--- config.mk ---
export PLATFORM = sky130hd
export DESIGN_NAME = spi_flash_reader
export DESIGN_NICKNAME = d
export VERILOG_FILES = /design/src/rtl/spi_flash_reader.sv
export SDC_FILE = /design/constraint.sdc
export NUM_CORES = 1
export LEC_CHECK = 0
export BUFFER_PORTS_ARGS = -buffer_cell sky130_fd_sc_hd__clkbuf_2
export CAP_MARGIN = 20
export CORE_MARGIN = 2
export CORE_UTILIZATION = 35
export DETAILED_ROUTE_END_ITERATION = 8
export PLACE_DENSITY_LB_ADDON = 0.08
export SYNTH_ARGS = -nofsm -noshare
export SYNTH_HDL_FRONTEND = slang
export SYNTH_SLANG_ARGS = --single-unit
--- constraint.sdc ---
create_clock -name clk -period 2.6 [get_ports clk]
set_input_delay 0.52 -clock clk [delete_from_list [all_inputs] [get_ports clk]]
set_output_delay 0.52 -clock clk [all_outputs]
set_load 0.05 [all_outputs]
--- src/rtl/spi_flash_reader.sv ---
// SPI NOR read engine: sends a read opcode, address and dummy cycles (mode 0),
// then streams received bytes through a valid/ready register.
module spi_flash_reader #(
  parameter int unsigned ADDR_W = 24,
  parameter logic [7:0]  CMD    = 8'h03,
  parameter int unsigned DUMMY  = 0,
  parameter int unsigned LEN_W  = 16,
  parameter int unsigned DIV    = 1,
  parameter int unsigned CS_HI  = 2
) (
  input  logic              clk,
  input  logic              rst,
  input  logic              IN_start,
  input  logic [ADDR_W-1:0] IN_addr,
  input  logic [LEN_W-1:0]  IN_len,
  input  logic              IN_cancel,
  output logic              OUT_busy,
  output logic [7:0]        OUT_data,
  output logic              OUT_dataValid,
  input  logic              IN_dataReady,
  output logic              OUT_done,
  output logic              OUT_sclk,
  output logic              OUT_cs,
  output logic              OUT_mosi,
  input  logic              IN_miso
);

  localparam int unsigned DivW = $clog2(DIV + 1);
  localparam int unsigned EndW = $clog2(CS_HI + 1);

  typedef enum logic [2:0] {StIdle, StCmd, StAddr, StDummy, StData, StHold, StEnd} state_e;

  state_e            state_q, state_d;
  logic [DivW-1:0]   div_q, div_d;
  logic              hi_q, hi_d;
  logic [5:0]        bit_q, bit_d;
  logic [39:0]       sh_q, sh_d;
  logic [7:0]        rx_q, rx_d;
  logic [LEN_W-1:0]  len_q, len_d;
  logic [EndW-1:0]   end_q, end_d;
  logic              sclk_q, sclk_d, cs_q, cs_d, mosi_q, mosi_d;
  logic [7:0]        data_q, data_d;
  logic              valid_q, valid_d, busy_q, busy_d, done_q, done_d;

  logic [31:0] addr_al;
  logic        phase_end, bit_last, free, load_byte;

  // Opcode and address share one shifter; zeros shift in behind them for dummy/data.
  assign addr_al   = 32'(IN_addr) << (32 - ADDR_W);
  assign phase_end = (div_q == DivW'(DIV - 1));
  assign free      = !valid_q || IN_dataReady;

  always_comb begin
    bit_last = 1'b0;
    case (state_q)
      StCmd:   bit_last = (bit_q == 6'd7);
      StAddr:  bit_last = (bit_q == 6'(ADDR_W - 1));
      StDummy: bit_last = (bit_q == 6'(DUMMY - 1));
      StData:  bit_last = (bit_q == 6'd7);
      default: bit_last = 1'b0;
    endcase
  end

  always_comb begin
    state_d   = state_q;
    div_d     = div_q;
    hi_d      = hi_q;
    bit_d     = bit_q;
    sh_d      = sh_q;
    rx_d      = rx_q;
    len_d     = len_q;
    end_d     = end_q;
    sclk_d    = sclk_q;
    cs_d      = cs_q;
    mosi_d    = mosi_q;
    data_d    = data_q;
    valid_d   = valid_q;
    busy_d    = busy_q;
    done_d    = 1'b0;
    load_byte = 1'b0;

    if (valid_q && IN_dataReady) valid_d = 1'b0;

    case (state_q)
      StIdle: begin
        if (IN_start && (IN_len != '0)) begin
          state_d = StCmd;
          busy_d  = 1'b1;
          cs_d    = 1'b0;
          sclk_d  = 1'b0;
          len_d   = IN_len;
          sh_d    = {CMD, addr_al};
          mosi_d  = CMD[7];
          div_d   = '0;
          hi_d    = 1'b0;
          bit_d   = '0;
        end
      end
      StCmd, StAddr, StDummy, StData: begin
        div_d = phase_end ? '0 : div_q + 1'b1;
        if (phase_end && !hi_q) begin
          hi_d   = 1'b1;
          sclk_d = 1'b1;
          if (state_q == StData) rx_d = {rx_q[6:0], IN_miso};
        end else if (phase_end && hi_q) begin
          hi_d   = 1'b0;
          sclk_d = 1'b0;
          sh_d   = sh_q << 1;
          mosi_d = sh_q[38];
          bit_d  = bit_last ? '0 : bit_q + 1'b1;
          if (bit_last) begin
            case (state_q)
              StCmd:   state_d = StAddr;
              StAddr:  state_d = (DUMMY == 0) ? StData : StDummy;
              StDummy: state_d = StData;
              default: load_byte = 1'b1;
            endcase
          end
        end
      end
      StHold: load_byte = 1'b1;
      StEnd: begin
        if (end_q == EndW'(CS_HI - 1)) begin
          state_d = StIdle;
          done_d  = 1'b1;
          busy_d  = 1'b0;
        end else begin
          end_d = end_q + 1'b1;
        end
      end
      default: state_d = StIdle;
    endcase

    // A finished byte waits in rx_q with SCLK parked low until the output register frees.
    if (load_byte) begin
      if (free) begin
        data_d  = rx_q;
        valid_d = 1'b1;
        len_d   = len_q - 1'b1;
        div_d   = '0;
        hi_d    = 1'b0;
        if (len_q == LEN_W'(1)) begin
          state_d = StEnd;
          cs_d    = 1'b1;
          mosi_d  = 1'b0;
          end_d   = '0;
        end else begin
          state_d = StData;
        end
      end else begin
        state_d = StHold;
      end
    end

    if (IN_cancel && (state_q inside {StCmd, StAddr, StDummy, StData, StHold})) begin
      state_d = StEnd;
      cs_d    = 1'b1;
      sclk_d  = 1'b0;
      mosi_d  = 1'b0;
      end_d   = '0;
      len_d   = '0;
      data_d  = data_q;
      valid_d = valid_q && !IN_dataReady;
    end
  end

  always_ff @(posedge clk or negedge rst) begin
    if (!rst) begin
      state_q <= StIdle;
      div_q   <= '0;
      hi_q    <= 1'b0;
      bit_q   <= '0;
      sh_q    <= '0;
      rx_q    <= '0;
      len_q   <= '0;
      end_q   <= '0;
      sclk_q  <= 1'b0;
      cs_q    <= 1'b1;
      mosi_q  <= 1'b0;
      data_q  <= '0;
      valid_q <= 1'b0;
      busy_q  <= 1'b0;
      done_q  <= 1'b0;
    end else begin
      state_q <= state_d;
      div_q   <= div_d;
      hi_q    <= hi_d;
      bit_q   <= bit_d;
      sh_q    <= sh_d;
      rx_q    <= rx_d;
      len_q   <= len_d;
      end_q   <= end_d;
      sclk_q  <= sclk_d;
      cs_q    <= cs_d;
      mosi_q  <= mosi_d;
      data_q  <= data_d;
      valid_q <= valid_d;
      busy_q  <= busy_d;
      done_q  <= done_d;
    end
  end

  assign OUT_busy      = busy_q;
  assign OUT_data      = data_q;
  assign OUT_dataValid = valid_q;
  assign OUT_done      = done_q;
  assign OUT_sclk      = sclk_q;
  assign OUT_cs        = cs_q;
  assign OUT_mosi      = mosi_q;

endmodule
Word level (Yosys, flattened, before mapping)
Cells that the tools add are included.
{"block": "totals", "ff_bits": 90, "in_bits": 46, "out_inout_bits": 14, "elab_cells": 147}
{"block": "op_classes", "n_addsub": 4, "eq_ne": 24, "muxes": 76, "bitwise_logic": 2, "n_reduce_logical": 26}
{"op": "$mux W39", "count": 3}
{"op": "$mux W16", "count": 5}
{"op": "$pmux W39 S2", "count": 1}
{"op": "$mux W1", "count": 38}
{"op": "$mux W3", "count": 8}
{"op": "$mux W6", "count": 4}
{"op": "$ne A4 B4 Y1 const B", "count": 6}
{"op": "$eq A16 B1 Y1 const B", "count": 1}
{"op": "$reduce_bool A16 Y1", "count": 1}
{"op": "$sub A16 B1 Y16 const B", "count": 1}
{"op": "$mux W2", "count": 7}
{"op": "$pmux W1 S2", "count": 6}
{"op": "$pmux W3 S4", "count": 1}
{"op": "$pmux W6 S2", "count": 1}
{"op": "$reduce_and A3 Y1", "count": 4}
{"op": "$eq A3 B3 Y1 const B", "count": 3}
{"op": "$ne A2 B2 Y1 const B", "count": 4}
{"op": "$reduce_and A7 Y1", "count": 1}
{"op": "$add A6 B1 Y6 const B", "count": 1}
{"op": "$eq A3 B2 Y1 const B", "count": 2}
{"op": "$eq A6 B3 Y1 const B", "count": 1}
{"op": "$eq A6 B5 Y1 const B", "count": 1}
{"op": "$eq A6 B6 Y1 const B", "count": 1}
{"op": "$logic_and A1 B1 Y1", "count": 6}
{"op": "20 further kinds", "count": 25}

Depth between registers and ports, before layout
{"block": "logic_depth", "word_depth": 9, "mapped_depth": 9, "ltp_nobuf": 7}

Least setup slack after synthesis
OpenSTA, ideal clock, no wires.
{"block": "synth_path", "kind": "reg-to-reg", "from": "register hi_q", "to": "register len_q[15]", "arrival_time_ns": 2.175, "required_time_ns": 2.518, "path_slack_ns": 0.343, "path_stages_with_launch": 8, "path_buffers": 0, "period_less_slack_ns": 2.257, "path_cell_list": "dfrtp_1 > inv_1 > ha_1 > and4b_1 > a31oi_2 > or4_4 > or4_1 > a31oi_1"}
{"block": "synth_between", "elab_chain_len": 6, "word_cells_on_any_way": 8, "cone_classes": "mux (5); reduce/logical (3)"}
{"element": "from (decl)", "line_no": "35", "text": "logic hi_q, hi_d;"}
{"element": "from (signal assigned)", "line_no": "187", "text": "hi_q <= hi_d;"}
{"element": "$logic_and A1 B1 Y1 / $logic_not A1 Y1 (equally long branches)", "line_no": "105, 101"}
{"element": "$mux W1 / $logic_and A1 B1 Y1 (equally long branches)", "line_no": "105, 101"}
{"element": "$mux W1 *", "line_no": "101", "text": "if (phase_end && !hi_q) begin"}
{"element": "$pmux W1 S2 *", "line_no": "84", "text": "case (state_q)"}
{"element": "$mux W16 *", "line_no": "135", "text": "if (load_byte) begin"}
{"element": "$mux W16 *", "line_no": "155", "text": "if (IN_cancel && (state_q inside {StCmd, StAddr, StDummy, StData, StHold})) begin"}
{"element": "net len_d[15]", "line_no": "39", "text": "logic [LEN_W-1:0] len_q, len_d;"}
{"element": "to (signal assigned)", "line_no": "191", "text": "len_q <= len_d;"}
{"element": "to (decl)", "line_no": "39"}
Mark *: on every way through the listed nets, which the timed path passes. The rest lies on a longest branch.
A chain may end at the register's enable or synchronous reset.

Final worst setup path
{"block": "layout_path", "from": "register div_q", "to": "register len_q[15]"}
{"block": "layout_between", "elab_chain_len": 7, "word_cells_on_any_way": 8, "cone_classes": "mux (5); bitwise (1); reduce/logical (2)"}
{"element": "from (decl)", "line_no": "34", "text": "logic [DivW-1:0] div_q, div_d;"}
{"element": "from (signal assigned)", "line_no": "186", "text": "div_q <= div_d;"}
{"element": "$not A1 Y1 *", "line_no": "50", "text": "assign phase_end = (div_q == DivW'(DIV - 1));"}
{"element": "$logic_and A1 B1 Y1", "line_no": "105", "text": "end else if (phase_end && hi_q) begin"}
{"element": "$mux W1", "line_no": "105"}
{"element": "$mux W1 *", "line_no": "101"}
{"element": "$pmux W1 S2 *", "line_no": "84"}
{"element": "$mux W16 *", "line_no": "135"}
{"element": "$mux W16 *", "line_no": "155"}
{"element": "net len_d[15]", "line_no": "39"}
Marked as above.

==> key figures <==
Logic synthesis
  • Synthesized area: 4110 um^2
  • Ys Warns: 0
  • Synth area leaders: dfrtp_1 49%, nand2_1 7.0%, a31oi_1 4.6%
  • Syn Nets: 490
  • Unique masters post-synth: 57
  • Synth top area share: 0.493
  • Mapped Cells: 439
  • Flops & latches, synth: 82
  • Post-synthesis sequential area ratio: 0.500
  • Syn Area/Cell: 9.36 um^2
  • EDFF count, synth: 0
  • Synth async-reset ratio: 1.00
  • Primary FF master, synth: dfrtp_1
  • Cell taking the most area after synthesis: dfrtp_1

Clock network
  • Post-CTS setup buffers: 0
  • Clock tree buffer depth: 2
  • TritonCTS Buffers: 9
  • Depth of the CTS H-tree: 3
  • Clk slew on worst S/H paths: 0.06 ns
  • Hold_buf cts: 0
  • Clock sink total: 82
  • CTS tree: yes
  • CTS Root Cell: clkbuf_16
  • Worst skew pair latency: 0.34 ns

Critical path
  • Crit path capture type: register
  • Setup CP Type: reg2reg
  • Worst setup SP type: register
  • Worst EP required: 2.86 ns
  • Critical Path Fanout Max: 6
  • Critical Path AT: 2.71 ns

Route
  • DR vias: 3541
  • Pre-antenna DRT Iters: 5
  • # DRC: 0
  • Final WL: 9.95 mm
  • Via/cell ratio: 5.45
  • DRT iter0 DRCs: 282
  • Routed length per placed instance: 15.3 um
  • Detail Route Antenna Nets: 0

Finish
  • Layout Nets: 553
  • ANT cells: 0
  • Most frequent cells in the layout: 81 x dfrtp_1, 77 x nand2_1, 58 x clkbuf_2
  • Layout cells sized above 1: 0.237
  • P&R area growth vs syn: 21.1%
  • Commonest non-fill, non-tap cell in the layout: dfrtp_1

Timing
  • Worst Max-Slew Pin Slew: 0.752 ns
  • Setup TNS: 0 ns
  • Min Tclk post-route: 2.45 ns
  • Clock skew: 0.00577 ns
  • Hold slack: 0.164 ns
  • Maximum clock frequency: 0.409 GHz
  • Max-slew headroom: 0.497
  • Endpoints failing hold: 0
  • Max Slew Vio Count: 0
  • RSZ-0062 raised after global routing: false
  • Final worst-path cycle share: 0.941
  • # setup viols final: 0

Die
  • IO Pins: 60
  • Initial core utilization: 0.360
  • Site Rows: 39
  • Core area: 11400 um^2
  • Die width: 112 um
  • Die height: 112 um
  • Die area: 12600 um^2

Global route
  • M3 GR Usage: 0.0302
  • Gr busiest metal: met2
  • Met2 usage: 0.250
  • Largest net degree at the start of global routing: 55
  • First-pass GRT wire length: 17.2 mm
  • Antenna violations before repair: 0
  • GRT Overall Usage: 0.169
  • Vias in the first global route: 3437
  • GRT overflow: 0
  • Routing usage on met1: 0.244

Flow run
  • Max_cap viols: 0

Run status
  • Status: finished clean

Power
  • Peak VDD IR: 0.515 mV
  • Cell Pwr Density: 1270 nW/um^2
  • LEAKAGE: 2.25 nW

Placed design
  • Hpwl dp: 6.97 mm
  • Port Buffers: 59
  • Gp weighted congestion: 0.802

Hold path
  • HP Class: in2async
-- worst paths after layout --
path	from	end	slack, ns	cells past startpoint
worst min-delay path	rst	OUT_busy$_DFFE_PN0P_	0.16	1
max in group asynchronous	rst	bit_q[3]$_DFFE_PN0P_	1.83	2
worst min register to register	sh_q[37]$_DFFE_PN0P_	sh_q[37]$_DFFE_PN0P_	0.47	2
min in group clk	IN_addr[14]	sh_q[22]$_DFFE_PN0P_	0.41	3
worst max-delay path	div_q$_DFF_PN0_	len_q[15]$_DFF_PN0_	0.15	7
worst max register to register	div_q$_DFF_PN0_	len_q[15]$_DFF_PN0_	0.15	7
-- sequential cells by signal (all words and copies together) (netlist names) --
name           cells
OUT_busy           1
OUT_cs             1
OUT_data           8
OUT_dataValid      1
OUT_done           1
OUT_mosi           1
OUT_sclk           1
bit_q              6
div_q              1
end_q              2
hi_q               1
len_q             16
rx_q               8
sh_q              31
state_q            3
-- per-stage QoR --
stage | worst slack [ns] | util | instance area [um^2] | power, W | cells
3_3_place_gp | 0.184 | 0.406 | 4640 | 0.00492 | 634
3_5_place_dp | 0.143 | 0.406 | 4640 | 0.00496 | 634
4_1_cts | 0.129 | 0.435 | 4970 | 0.00640 | 650
6_report | 0.154 | 0.436 | 4970 | 0.00632 | 650
2_1_floorplan | 0.343 | - | 4110 | 0.00416 | 439
5_1_grt | 0.00397 | 0.436 | 4970 | 0.00686 | 650
-- cells in the mapped netlist, drive strengths merged (6+ instances only) --
cell type	n
a211oi	6
a31oi	31
or3	6
nor2	42
o21ai	10
mux2	16
nor4	8
nor3	8
or4	6
nand2	77
nand2b	6
dfrtp	81
inv	11
clkbuf	20
a21oi	16
nand3	16
o311ai	8
-- cell type report --
cell class / count / area (um^2)
tap: 143 / 179
fill: 1186 / 6440
clock inverter: 6 / 95.1
multi-input combinational: 321 / 1920
inverter: 11 / 41.3
clock buffer: 10 / 239
sequential: 82 / 2050
timing repair buffer: 77 / 445
-- logic make-up (layout without fill, tap and decap cells) --
| group | after synthesis | count (layout) | synth area share |
|---|---|---|---|
| AO/OA/AOI/OAI | 106 | 106 | 0.179 |
| adder cells (fa/ha/maj) | 5 | 5 | 0.0152 |
| buffers and inverters | 36 | 104 | 0.0335 |
| flip-flops | 82 | 82 | 0.500 |
| multiplexers | 17 | 17 | 0.0463 |
| AND/OR/NAND/NOR | 193 | 193 | 0.226 |
-- worst max-delay path: stages, from the launching register on --
cell	delay, ns
dfrtp_1	0.34
inv_1	0.06
ha_1	0.24
and4b_2	0.34
a31oi_2	0.19
or4_4	0.56
or4_1	0.48
a31oi_1	0.17
-- power by group --
| group | internal [W] | switching, W |
|---|---|---|
| sequential | 0.00179 | 0.000345 |
| combinational | 0.00102 | 0.00175 |
| clock | 0.000877 | 0.000538 |
-- metal layers --
layer	share of wire	vias up
li1	-	1722
met2	0.44	123
met3	0.054	15
met1	0.48	1681
met5	0	-
met4	0.019	0
-- repair_timing --
item,CTS,global route
resized for setup,0,2
endpoints found under the setup margin,0,1
endpoints found under the hold margin,0,0
No activity file was read; power rests on OpenSTA's default activity.
